### src/rtl/shift_pkg.sv
// -----------------------------------------------------------------------------
// shift_pkg
// Shared definitions for the iterative right shifter:
//   - FSM state encoding (IDLE / SHIFT / DONE)
//   - default data width, shift-amount width and per-cycle step
//   - shift-kind constants (logical / arithmetic)
//   - small helpers for step clamping and fill-bit selection
// -----------------------------------------------------------------------------
package shift_pkg;

  localparam int SIZE_DEF = 31;  // MSB index of the data path
  localparam int SHW_DEF  = 5;   // width of the shift-amount input
  localparam int STEP_DEF = 4;   // maximum bit positions shifted per cycle

  localparam logic KIND_LOGICAL = 1'b0;
  localparam logic KIND_ARITH   = 1'b1;

  typedef enum logic [1:0] {
    ST_IDLE  = 2'd0,
    ST_SHIFT = 2'd1,
    ST_DONE  = 2'd2
  } state_e;

  // Smaller of two unsigned values; used to clamp the per-cycle step.
  function automatic int unsigned min_u(input int unsigned a, input int unsigned b);
    if (a < b) begin
      return a;
    end else begin
      return b;
    end
  endfunction

  // Bit shifted in at the top: the sign for arithmetic, zero for logical.
  function automatic logic fill_bit(input logic kind, input logic msb);
    if (kind == KIND_ARITH) begin
      return msb;
    end else begin
      return 1'b0;
    end
  endfunction

endpackage

### src/rtl/shift_right_iter_chk.sv
// -----------------------------------------------------------------------------
// shift_right_iter_chk
// Protocol and state checks for shift_right_iter; no functional logic.
// Ports:
//   clk, rst_n  clock and asynchronous active-low reset
//   state_i     current FSM state
//   count_i     remaining shift count
//   busy_i      busy output of the shifter
//   done_i      done output of the shifter
// -----------------------------------------------------------------------------
module shift_right_iter_chk
  import shift_pkg::*;
#(
  parameter int SHW = SHW_DEF
) (
  input logic           clk,
  input logic           rst_n,
  input state_e         state_i,
  input logic [SHW-1:0] count_i,
  input logic           busy_i,
  input logic           done_i
);

  // done may only ever appear while the unit reports busy.
  a_done_implies_busy : assert property (@(posedge clk) disable iff (!rst_n)
    done_i |-> busy_i);

  // SHIFT is only entered with work left and left the moment count hits zero.
  a_shift_has_work : assert property (@(posedge clk) disable iff (!rst_n)
    (state_i == ST_SHIFT) |-> (count_i != '0));

  // The unused state encoding is never reached.
  a_state_legal : assert property (@(posedge clk) disable iff (!rst_n)
    state_i inside {ST_IDLE, ST_SHIFT, ST_DONE});

endmodule

### src/rtl/shift_right_step.sv
// -----------------------------------------------------------------------------
// shift_right_step
// Combinational right shift of a (size+1)-bit value by 0..STEP positions,
// with the vacated upper bits taken from fill_i.
// Ports:
//   val_i   value to shift
//   k_i     shift distance (0..STEP); larger codes are clamped to STEP
//   fill_i  bit inserted at the top
//   res_o   shifted value
// -----------------------------------------------------------------------------
module shift_right_step #(
  parameter int size = 31,
  parameter int STEP = 4
) (
  input  logic [size:0]              val_i,
  input  logic [$clog2(STEP+1)-1:0]  k_i,
  input  logic                       fill_i,
  output logic [size:0]              res_o
);

  localparam int KW = $clog2(STEP + 1);
  localparam int DW = size + 1;

  logic [KW-1:0]      k_eff_s;
  logic [size+STEP:0] wide_s;

  // Encodings above STEP cannot occur from the parent, but clamp them so the
  // fill region is never exhausted.
  assign k_eff_s = (k_i > KW'(STEP)) ? KW'(STEP) : k_i;

  // Prepend STEP copies of the fill bit so a plain logical shift of the wide
  // vector brings the correct fill into the low DW bits.
  assign wide_s = {{STEP{fill_i}}, val_i};
  assign res_o  = DW'(wide_s >> k_eff_s);

endmodule

### src/rtl/shift_right_iter.sv
// -----------------------------------------------------------------------------
// shift_right_iter
// Multi-cycle iterative right shifter (SRL/SRA/SRLV/SRAV, byte-to-word index).
// Shifts up to STEP positions per cycle under a start/done handshake; a flush
// cancels an in-flight operation.
// Ports:
//   clk    system clock, rising edge
//   rst_n  asynchronous active-low reset
//   start  request, sampled only in IDLE
//   flush  synchronous cancel of the in-flight operation (beats start in IDLE)
//   in     operand
//   shamt  unsigned shift amount
//   arith  1 = sign fill, 0 = zero fill
//   busy   high in SHIFT or DONE
//   done   one-cycle completion pulse (suppressed in a flush cycle)
//   out    registered result, held until the next completion
// -----------------------------------------------------------------------------
module shift_right_iter
  import shift_pkg::*;
#(
  parameter int size = SIZE_DEF,
  parameter int SHW  = SHW_DEF,
  parameter int STEP = STEP_DEF
) (
  input  logic           clk,
  input  logic           rst_n,
  input  logic           start,
  input  logic           flush,
  input  logic [size:0]  in,
  input  logic [SHW-1:0] shamt,
  input  logic           arith,
  output logic           busy,
  output logic           done,
  output logic [size:0]  out
);

  localparam int KW = $clog2(STEP + 1);

  state_e         state_q,   state_d;
  logic [size:0]  operand_q, operand_d;
  logic [SHW-1:0] count_q,   count_d;
  logic           arith_q,   arith_d;
  logic [size:0]  out_q,     out_d;

  logic [KW-1:0]  k_s;
  logic           fill_s;
  logic [size:0]  shifted_s;
  logic [SHW-1:0] count_rem_s;

  // Per-cycle distance k = min(count, STEP); never exceeds count, so the
  // remaining count cannot underflow.
  assign k_s         = KW'(min_u(32'(count_q), 32'(STEP)));
  assign count_rem_s = count_q - SHW'(k_s);

  // An arithmetic shift preserves the MSB, so operand_q[size] stays equal to
  // the latched sign for the whole operation.
  assign fill_s = fill_bit(arith_q, operand_q[size]);

  shift_right_step #(
    .size (size),
    .STEP (STEP)
  ) u_step (
    .val_i  (operand_q),
    .k_i    (k_s),
    .fill_i (fill_s),
    .res_o  (shifted_s)
  );

  // Next-state and datapath update for the IDLE/SHIFT/DONE sequence.
  always_comb begin
    state_d   = state_q;
    operand_d = operand_q;
    count_d   = count_q;
    arith_d   = arith_q;
    out_d     = out_q;

    case (state_q)
      ST_IDLE: begin
        if (flush) begin
          state_d = ST_IDLE;
        end else if (start) begin
          operand_d = in;
          count_d   = shamt;
          arith_d   = arith;
          if (shamt == '0) begin
            out_d   = in;
            state_d = ST_DONE;
          end else begin
            state_d = ST_SHIFT;
          end
        end else begin
          state_d = ST_IDLE;
        end
      end

      ST_SHIFT: begin
        if (flush) begin
          // Cancel: out keeps the previous result.
          state_d = ST_IDLE;
        end else begin
          operand_d = shifted_s;
          count_d   = count_rem_s;
          if (count_rem_s == '0) begin
            out_d   = shifted_s;
            state_d = ST_DONE;
          end else begin
            state_d = ST_SHIFT;
          end
        end
      end

      ST_DONE: begin
        // A start seen here is dropped; it must be re-presented in IDLE.
        state_d = ST_IDLE;
      end

      default: begin
        state_d = ST_IDLE;
      end
    endcase
  end

  // State and datapath registers with asynchronous active-low reset.
  always_ff @(posedge clk or negedge rst_n) begin
    if (!rst_n) begin
      state_q   <= ST_IDLE;
      operand_q <= '0;
      count_q   <= '0;
      arith_q   <= 1'b0;
      out_q     <= '0;
    end else begin
      state_q   <= state_d;
      operand_q <= operand_d;
      count_q   <= count_d;
      arith_q   <= arith_d;
      out_q     <= out_d;
    end
  end

  // Outputs decode the state register; flush masks done in the cycle it is
  // raised.
  assign busy = (state_q != ST_IDLE);
  assign done = (state_q == ST_DONE) && !flush;
  assign out  = out_q;

  shift_right_iter_chk #(
    .SHW (SHW)
  ) u_chk (
    .clk     (clk),
    .rst_n   (rst_n),
    .state_i (state_q),
    .count_i (count_q),
    .busy_i  (busy),
    .done_i  (done)
  );

endmodule
### config.mk
export PLATFORM = sky130hd
export DESIGN_NAME = shift_right_iter
export DESIGN_NICKNAME = d
export VERILOG_FILES = /design/src/rtl/shift_pkg.sv /design/src/rtl/shift_right_iter_chk.sv /design/src/rtl/shift_right_step.sv /design/src/rtl/shift_right_iter.sv
export SDC_FILE = /design/constraint.sdc
export NUM_CORES = 1
export LEC_CHECK = 0
export BUFFER_PORTS_ARGS = -buffer_cell sky130_fd_sc_hd__buf_4
export CORE_MARGIN = 2
export CORE_UTILIZATION = 41
export CTS_CLUSTER_DIAMETER = 40
export DETAILED_ROUTE_END_ITERATION = 10
export GPL_TIMING_DRIVEN = 0
export PLACE_DENSITY = 0.72
export SYNTH_ARGS = -nofsm -noshare
export SYNTH_HDL_FRONTEND = slang
export SYNTH_SLANG_ARGS = --single-unit
### constraint.sdc
create_clock -name clk -period 3.5 [get_ports clk]
set_clock_uncertainty 0.1 [all_clocks]
set_input_delay 0.7 -clock clk [delete_from_list [all_inputs] [get_ports clk]]
set_output_delay 0.7 -clock clk [all_outputs]
set_load 0.1 [all_outputs]
==> flow_summary.ini, run 1 <==
[logic_synthesis]
synth_simple_gate_area_share_pct = 7.88
synth_top_family_by_area = multiplexers
ys.flop_type = dfrtp_1
syn_area_um2 = 4140
synth_compound_area_share_pct = 16.5
syn_avg_cell_area_um2 = 10.7
muxShareOfSynthArea_pct = 25.9
syn_inst = 388
ys_types = 47
ys_ff_latch = 72
async_flop_share_pct = 100
synth-adder-area-share_pct = 0.604
yosysSeqAreaShare_pct = 43.5
yosysWarnings = 0
synthXorXnorAreaFrac_pct = 0
synth-edff-count = 0
syn_nets = 432

[global_route]
use_met1_pct = 27.4
first_global_vias = 3347
grt_max_degree = 73
grt_util_met2_pct = 30.4
grtUsageTotal_pct = 19.3
grt_pass1_wl_um = 17000
antenna_found_initial = 0
grtUsageMet3_pct = 3.01
grt.busiest_layer = met2
grt.overflow.total = 0

[floorplanning]
io_pins = 76
fp.dieArea_um2 = 10900
dieHeight_um = 105
start_util_pct = 42.4
die_w_um = 105
coreArea_um2 = 9770
rows = 36

[sta]
timing.hold.ws_ns = 0.379
rsz0062_at_grt = no
fmax_mhz = 323
period_share_pct = 88.6
relSlewSlack_pct = 39.9
setup_tns_ns = 0
hold_viol = 0
worst_slack_ns = 0.400
period_minus_slack_ns = 3.10
tightest_slew_ns = 0.902
setup_viol = 0
drv_slew = 0

[clock_network]
ctsRootBufferMaster = clkbuf_8
cts_sinks = 72
cts_tree = done
post_cts_resized = 0
h-tree-depth = 3
cts_buffers = 9
ctsHoldBuffers = 0
clock_latency_ns = 0.35
ctsLongestPathBuffers = 2
post_cts_buffers = 0
clkTransAtPathRegs_ns = 0.08

[setup_path]
worstSetupStartpointType = register
crit_path_top_delay_cell = o32ai_4
cp_data_arrival_time_ns = 3.24
cp.required_ns = 3.64
crit_chain = buf_6, or3_1, clkbuf_1, nand2_1, ha_1, nor2_1, o211ai_1, o32ai_4, buf_6, mux2_2
critPathKind = register to register
r2r.worst_path.cells = 10
max_stage_delay_ns = 0.55
critPathBufInv = 3
r2r-start = count_q[2]$_DFFE_PN0P_
cp_max_fo = 10
reg2reg_to = out[20]$_DFFE_PN0P_
crit_family = compound AO/OA/AOI/OAI gates
crit_top_cell = buf_6
end_kind = register
r2r_slack_ns = 0.40

[run]
cap_viol_max_count = 0

[detailed_routing]
drc_errors = 0
wl_um = 10300
final_antenna_net_count = 0
via_count = 3376
dr.first_iter.drc_count = 217
first_pass_iters = 4
routed_via_density = 5.53
routedWlPerCell_um = 16.8

[power]
p_leak_uw = 0.00225
max-vdd-ir-drop_mv = 0.601
finalPower_uw = 5200
pwr_density_cell_nw_per_um2 = 1020

[cells_and_area]
n_antenna_cell = 0
seq_area_um2 = 1800
fin_nets = 518
multi_input_area_um2 = 2120
layout-drive-gt1-share_pct = 42.9
final.fill_count = 893
syn_to_final_growth_pct = 23.0

[placed_design]
gp_congestion = 0.871
dp_slack_ns = 0.398
post-dp-hpwl_um = 7450
portBuffers = 75

[run_status]
outcome = complete, no violations

[worst_hold_path]
hold_path.class = primary input to asynchronous set/reset pin
==> worst max-delay path by stage <==
stage / cells after the start / startpoint / to / slack [ns]
floorplan: 1 / flush / done / 0.80
global placement: 10 / count_q[2]$_DFFE_PN0P_ / out[13]$_DFFE_PN0P_ / 0.45
detailed placement: 10 / count_q[2]$_DFFE_PN0P_ / out[20]$_DFFE_PN0P_ / 0.40
CTS: 10 / count_q[2]$_DFFE_PN0P_ / out[20]$_DFFE_PN0P_ / 0.38
global route: 10 / count_q[2]$_DFFE_PN0P_ / out[22]$_DFFE_PN0P_ / 0.26
finish: 10 / count_q[2]$_DFFE_PN0P_ / out[20]$_DFFE_PN0P_ / 0.40
==> area by class of cell <==
cell class | count | area share (%)
Buffer | 33 | 4.15
Tap cell | 133 | 3.26
Multi-Input combinational cell | 279 | 41.6
Inverter | 4 | 0.295
Clock buffer | 12 | 3.04
Clock inverter | 3 | 1.28
Timing Repair Buffer | 75 | 11.0
Sequential cell | 72 | 35.3
==> per-stage QoR <==
stage | area (um2) | util, % | cells
global route | 5100 | 52.2 | 611
floorplan | 4150 | - | 388
CTS | 5100 | 52.2 | 611
global placement | 4880 | 49.9 | 596
finish | 5100 | 52.2 | 611
detailed placement | 4880 | 49.9 | 596
==> kinds of logic after synthesis <==
group	after synthesis
other cells	2
mux	96
compound gates	109
fa+ha+maj	2
flops	72
buf+inv	37
simple gates	70
==> synth_stat cells (5+ instances only) <==
master / n / area share (%)
a21oi_1: 11 / 1.3
buf_2: 10 / 1.2
buf_6: 8 / 2.2
clkbuf_1: 12 / 1.1
dfrtp_1: 72 / 43
mux2_2: 84 / 23
mux2i_1: 11 / 2.7
nand2_1: 38 / 3.4
nor2_1: 13 / 1.2
nor3_1: 5 / 0.60
o21ai_0: 29 / 3.5
o21ai_1: 20 / 2.4
o22ai_1: 24 / 3.6
==> cells in the final DEF (no fill, tap or decap), types with 13 or more instances in the layout <==
cell type	instances
buf_4	76
clkbuf_1	13
dfrtp_1	72
mux2_2	84
nand2_1	38
nor2_1	13
o21ai_0	29
o21ai_1	20
o22ai_1	24
==> power by group <==
part | total [uW] | internal (uW) | switching, uW
Clock | 748 | 436 | 312
Sequential | 1440 | 1180 | 259
Combinational | 3000 | 931 | 2070
==> flip-flops by register name (all words and copies together) (netlist names) <==
register   cells
operand_q     32
out           32
count_q        5
state_q        2
arith_q        1
==> layer usage <==
metal / wire, um / vias up
met2: 4810 / 105
met5: 0 / -
li1: - / 1603
met4: 153 / 0
met1: 4800 / 1652
met3: 492 / 16
Note: power is estimated with default switching activity, not from simulation.
==> run 2, diff against run 1 <==
CORE_MARGIN = not set   (was 2)
==> run 2 against run 1 <==
Net effect: total power shrank 1.2%; non-clock buffer count is the same; sequential share of layout area grew 0.16 points; sequential cell count is the same; global-route usage grew 1.4 points; first-iteration DRC count shrank 11%; maximum frequency shrank 1.2%; via count grew 0.71%; setup slack lost 0.039 ns; clock power shrank 11%; utilization shrank 0.23 points; register-to-register slack lost 0.04 ns.
==> flow_summary.ini, run 2 (synthesis results as in run 1) <==
[run_status]
outcome = complete, no violations

[power]
comb_power_share_pct = 58.7
intPower_uw = 2460
pwr-share-clk_pct = 13.0
max-vdd-ir-drop_mv = 0.708
pwr_density_cell_nw_per_um2 = 1010
p_seq_share_pct = 28.2
p_leak_uw = 0.00224
finalPower_uw = 5130
switchingPower_uw = 2670
p_sw_share_pct = 52.1

[floorplanning]
start_util_pct = 42.4
coreArea_um2 = 9770
io_pins = 76
rows = 36
dieHeight_um = 103
fp.dieArea_um2 = 10500
die_w_um = 103

[clock_network]
clkTransAtPathRegs_ns = 0.08
post_cts_resized = 0
cts_tree = done
cts_sinks = 72
ctsLongestPathBuffers = 2
h-tree-depth = 3
ctsRootBufferMaster = clkbuf_8
clock_latency_ns = 0.36
cts_buffers = 9
post_cts_buffers = 0
ctsHoldBuffers = 0

[global_route]
grt_pass1_wl_um = 16500
first_global_vias = 3292
antenna_found_initial = 0
grtUsageTotal_pct = 20.8
grt_max_degree = 73
grt.overflow.total = 0

[cells_and_area]
syn_to_final_growth_pct = 22.5
layout-drive-gt1-share_pct = 43.0
layout_commonest_cell = mux2_2
fin_cells = 612
final_cell_mix = mux2_2, buf_4, dfrtp_1
n_antenna_cell = 0
fin_nets = 518

[setup_path]
r2r_slack_ns = 0.36
critPathKind = register to register
cp_max_fo = 10
worstSetupStartpointType = register
r2r.worst_path.cells = 10
cp.required_ns = 3.64
cp_data_arrival_time_ns = 3.28
reg2reg_to = out[19]$_DFFE_PN0P_
end_kind = register
r2r-start = count_q[2]$_DFFE_PN0P_

[sta]
period_share_pct = 89.7
period_minus_slack_ns = 3.14
relSlewSlack_pct = 39.2
setup_viol = 0
timing.hold.ws_ns = 0.366
worst_slack_ns = 0.361
drv_slew = 0
rsz0062_at_grt = no
hold_viol = 0
fmax_mhz = 319
setup_tns_ns = 0
tightest_slew_ns = 0.913

[detailed_routing]
drc_errors = 0
wl_um = 10400
final_antenna_net_count = 0
via_count = 3400
wl_met3_um = 522
routed-wl-met2_um = 4870
routedWlPerCell_um = 17.0
first_pass_iters = 5
highest_layer = met4
wl_met1_um = 4780
dr.first_iter.drc_count = 193
routed_via_density = 5.56

[placed_design]
post-dp-hpwl_um = 7500
portBuffers = 75
dp.cells = 596
gp_congestion = 0.893
dp_slack_ns = 0.369

[run]
cap_viol_max_count = 0

[worst_hold_path]
hold_path.class = primary input to asynchronous set/reset pin
-- run 2: cell types whose count changed in the layout (fill, tap and decap cells not counted), sizes merged --
cell      change
clkbuf        -1
clkinv        +2
bufinv        -1
clkinvlp      +1
-- run 2: how the worst max path moves through the flow --
stage / start / slack [ns] / depth (start not counted) / end
floorplan: flush / 0.80 / 1 / done
global placement: count_q[2]$_DFFE_PN0P_ / 0.46 / 10 / out[13]$_DFFE_PN0P_
detailed placement: count_q[2]$_DFFE_PN0P_ / 0.37 / 10 / out[21]$_DFFE_PN0P_
CTS: count_q[2]$_DFFE_PN0P_ / 0.36 / 10 / out[19]$_DFFE_PN0P_
global route: count_q[2]$_DFFE_PN0P_ / 0.21 / 10 / out[19]$_DFFE_PN0P_
finish: count_q[2]$_DFFE_PN0P_ / 0.36 / 10 / out[19]$_DFFE_PN0P_
-- run 2: per-layer routing --
layer / vias to the layer above / GRT usage, %
met3: 23 / 2.78
met1: 1643 / 29.2
met4: 0 / 9.12
met2: 137 / 32.1
li1: 1597 / -
met5: - / 0
-- run 2: worst max-delay path, cell delays in order (launching register included) --
cell,delay [ns]
dfrtp_1,0.41
buf_6,0.15
or3_1,0.36
clkbuf_1,0.18
nand2_1,0.13
ha_1,0.26
nor2_1,0.11
o211ai_1,0.17
o32ai_4,0.57
buf_6,0.25
mux2_2,0.36
-- run 2: final cells by class --
type / count / area (um2)
Sequential cell: 72 / 1800
Tap cell: 133 / 166
Buffer: 33 / 211
Multi-Input combinational cell: 279 / 2120
Fill cell: 869 / 4700
Clock buffer: 11 / 141
Timing Repair Buffer: 75 / 563
Clock inverter: 5 / 56.3
Inverter: 4 / 15.0
-- run 2: power groups by stage --
stage / Clock, uW / Sequential, uW / Combinational (uW)
floorplan: 0 / 2700 / 1090
global placement: 0 / 1440 / 2960
detailed placement: 0 / 1450 / 2990
CTS: 675 / 1450 / 3010
global route: 712 / 1500 / 3160
finish: 669 / 1450 / 3020
-- run 2: per-stage QoR --
stage	util [%]	cell area [um2]
floorplan	-	4150
detailed placement	49.9	4880
finish	51.9	5070
CTS	51.9	5070
global route	51.9	5070
global placement	49.9	4880
==> run 3, diff against run 2 <==
PLACE_DENSITY = 0.71   (was 0.72)
SLEW_MARGIN = 20   (was not set)
SYNTH_HIERARCHICAL = 1   (was not set)
==> run 3 against run 2 <==
Net effect: wire length increased by 5.1%; via count increased by 7.6%; combinational power increased by 3%; highest routed layer unchanged; clock-buffer cell count increased by 2; synthesized area increased by 6.2%; largest power group unchanged; maximum frequency increased by 4.9%; critical path type unchanged; clock power about the same.
==> flow_summary.ini, run 3 <==
[run_status]
outcome = complete, no violations

[logic_synthesis]
yosysWarnings = 6
synth-edff-count = 0
synth.top_cells.by_count = mux2i_1, nand2_1, dfrtp_1
synth_top_area_cell = dfrtp_1
ys_types = 42
ys.flop_type = dfrtp_1
syn_inst = 449
ys_ff_latch = 72
yosysSeqAreaShare_pct = 40.9
async_flop_share_pct = 100
synth_top_area_share_pct = 40.9
syn_nets = 493
synth.area.top_cells = dfrtp_1, mux2i_1, nand2_1, o221ai_1, mux2_1
syn_avg_cell_area_um2 = 9.80
syn_area_um2 = 4400
yosysMostFrequentCell = mux2i_1

[floorplanning]
start_util_pct = 42.4
coreArea_um2 = 10400
dieHeight_um = 106
die_w_um = 106
rows = 37
io_pins = 76
fp.dieArea_um2 = 11200

[setup_path]
worstSetupStartpointType = register
critPathKind = register to register
end_kind = register
cp.required_ns = 3.63
cp_max_fo = 10
cp_data_arrival_time_ns = 3.13
r2r_slack_ns = 0.51

[clock_network]
clkTransAtPathRegs_ns = 0.07
ctsHoldBuffers = 0
cts_buffers = 9
post_cts_resized = 0
post_cts_buffers = 0
h-tree-depth = 3
cts_tree = done
clock_latency_ns = 0.35
cts_sinks = 72
ctsRootBufferMaster = clkbuf_8
ctsLongestPathBuffers = 2

[global_route]
grt.overflow.total = 0
grt_max_degree = 73
first_global_vias = 3823
grtUsageTotal_pct = 21.0
antenna_found_initial = 0
grt_pass1_wl_um = 18500

[power]
max-vdd-ir-drop_mv = 0.527
p_leak_uw = 0.00235
pwr_density_cell_nw_per_um2 = 1000

[detailed_routing]
via_count = 3659
wl_um = 11000
drc_errors = 0
routedWlPerCell_um = 16.2
routed_via_density = 5.41
first_pass_iters = 4
dr.first_iter.drc_count = 226
final_antenna_net_count = 0

[placed_design]
dp.cells = 660
gp_congestion = 0.845
portBuffers = 75
post-dp-hpwl_um = 7780

[sta]
setup_tns_ns = 0
fmax_mhz = 334
relSlewSlack_pct = 35.7
tightest_slew_ns = 0.951
hold_viol = 0
drv_slew = 0
rsz0062_at_grt = no
period_share_pct = 85.5
period_minus_slack_ns = 2.99
setup_viol = 0

[run]
cap_viol_max_count = 0

[cells_and_area]
fin_cells = 676
fin_nets = 579
final.fill_count = 984
n_antenna_cell = 0
final_cell_mix = mux2i_1, nand2_1, buf_4
syn_to_final_growth_pct = 21.3
layout_commonest_cell = mux2i_1
multi_input_area_um2 = 2330
seq_area_um2 = 1800
layout-drive-gt1-share_pct = 22.4

[worst_hold_path]
hold_path.class = primary input to asynchronous set/reset pin
## run 3: changes by cell type after synthesis, moves of 22 or more
| cell | change |
|---|---|
| mux2i_1 | +90 |
| mux2_2 | -71 |
| nand2_1 | +54 |
| o221ai_1 | +28 |
| inv_1 | +22 |
| o22ai_1 | -22 |
## run 3: cells by family after synthesis
group	after synthesis	share of synthesized area (%)
AOI/OAI and AO/OA	65	10.6
xor gates and xnor gates	1	0.199
adders and majority gates	2	0.569
buffers and inverters	59	6.26
DFF	72	40.9
muxes	127	29.6
other	2	0.171
and+or+nand+nor	121	11.7
## run 3: final cells by class
cell class | count | share of cell area (%)
buffer | 33 | 3.33
clock buffer | 13 | 2.98
clock inverter | 3 | 0.750
inverter | 26 | 1.83
multi-input combinational | 318 | 43.6
sequential | 72 | 33.8
tap | 136 | 3.19
timing repair buffer | 75 | 10.5
## run 3: stage by stage
step	area, um2	setup slack [ns]	hold WS, ns	utilization, %	power, uW
finish	5340	0.508	0.360	51.5	5350
global route	5340	0.307	0.411	51.5	5640
CTS	5340	0.505	0.400	51.5	5360
detailed placement	5140	0.510	0.384	49.6	4670
global placement	5140	0.554	0.378	49.6	4610
floorplan	4410	0.803	0.304	-	3940
## run 3: report_power, final
group / total, uW / internal, uW / leakage [uW] / switching, uW
Clock: 672 / 367 / 0.000103 / 306
Combinational: 3110 / 888 / 0.00138 / 2220
Sequential: 1570 / 1190 / 0.000861 / 373
## run 3: critical path, stage by stage, from the launching register on
cell and delay, ns:
dfrtp_1 0.46, nor3_1 0.38, inv_1 0.10, nand2_1 0.12, ha_1 0.27, or4_1 0.54
o21ai_2 0.36, buf_6 0.21, mux2_1 0.33
## run 3: path summary, 6_finish.rpt
path,from,to,depth (start not counted)
min,rst_n,state_q[0]$_DFF_PN0_,1
min in group clk,out[31]$_DFFE_PN0P_,out[31]$_DFFE_PN0P_,1
max reg2reg,count_q[2]$_DFFE_PN0P_,out[9]$_DFFE_PN0P_,8
max,count_q[2]$_DFFE_PN0P_,out[9]$_DFFE_PN0P_,8
min reg2reg,out[31]$_DFFE_PN0P_,out[31]$_DFFE_PN0P_,1
max in group asynchronous,rst_n,out[23]$_DFFE_PN0P_,1
## run 3: per-layer routing
layer	wire length, um	up-vias	track usage (%)
li1	-	1747	-
met1	4870	1793	27.0
met2	5370	104	35.0
met3	585	15	4.27
met4	133	0	7.94
met5	0	-	0
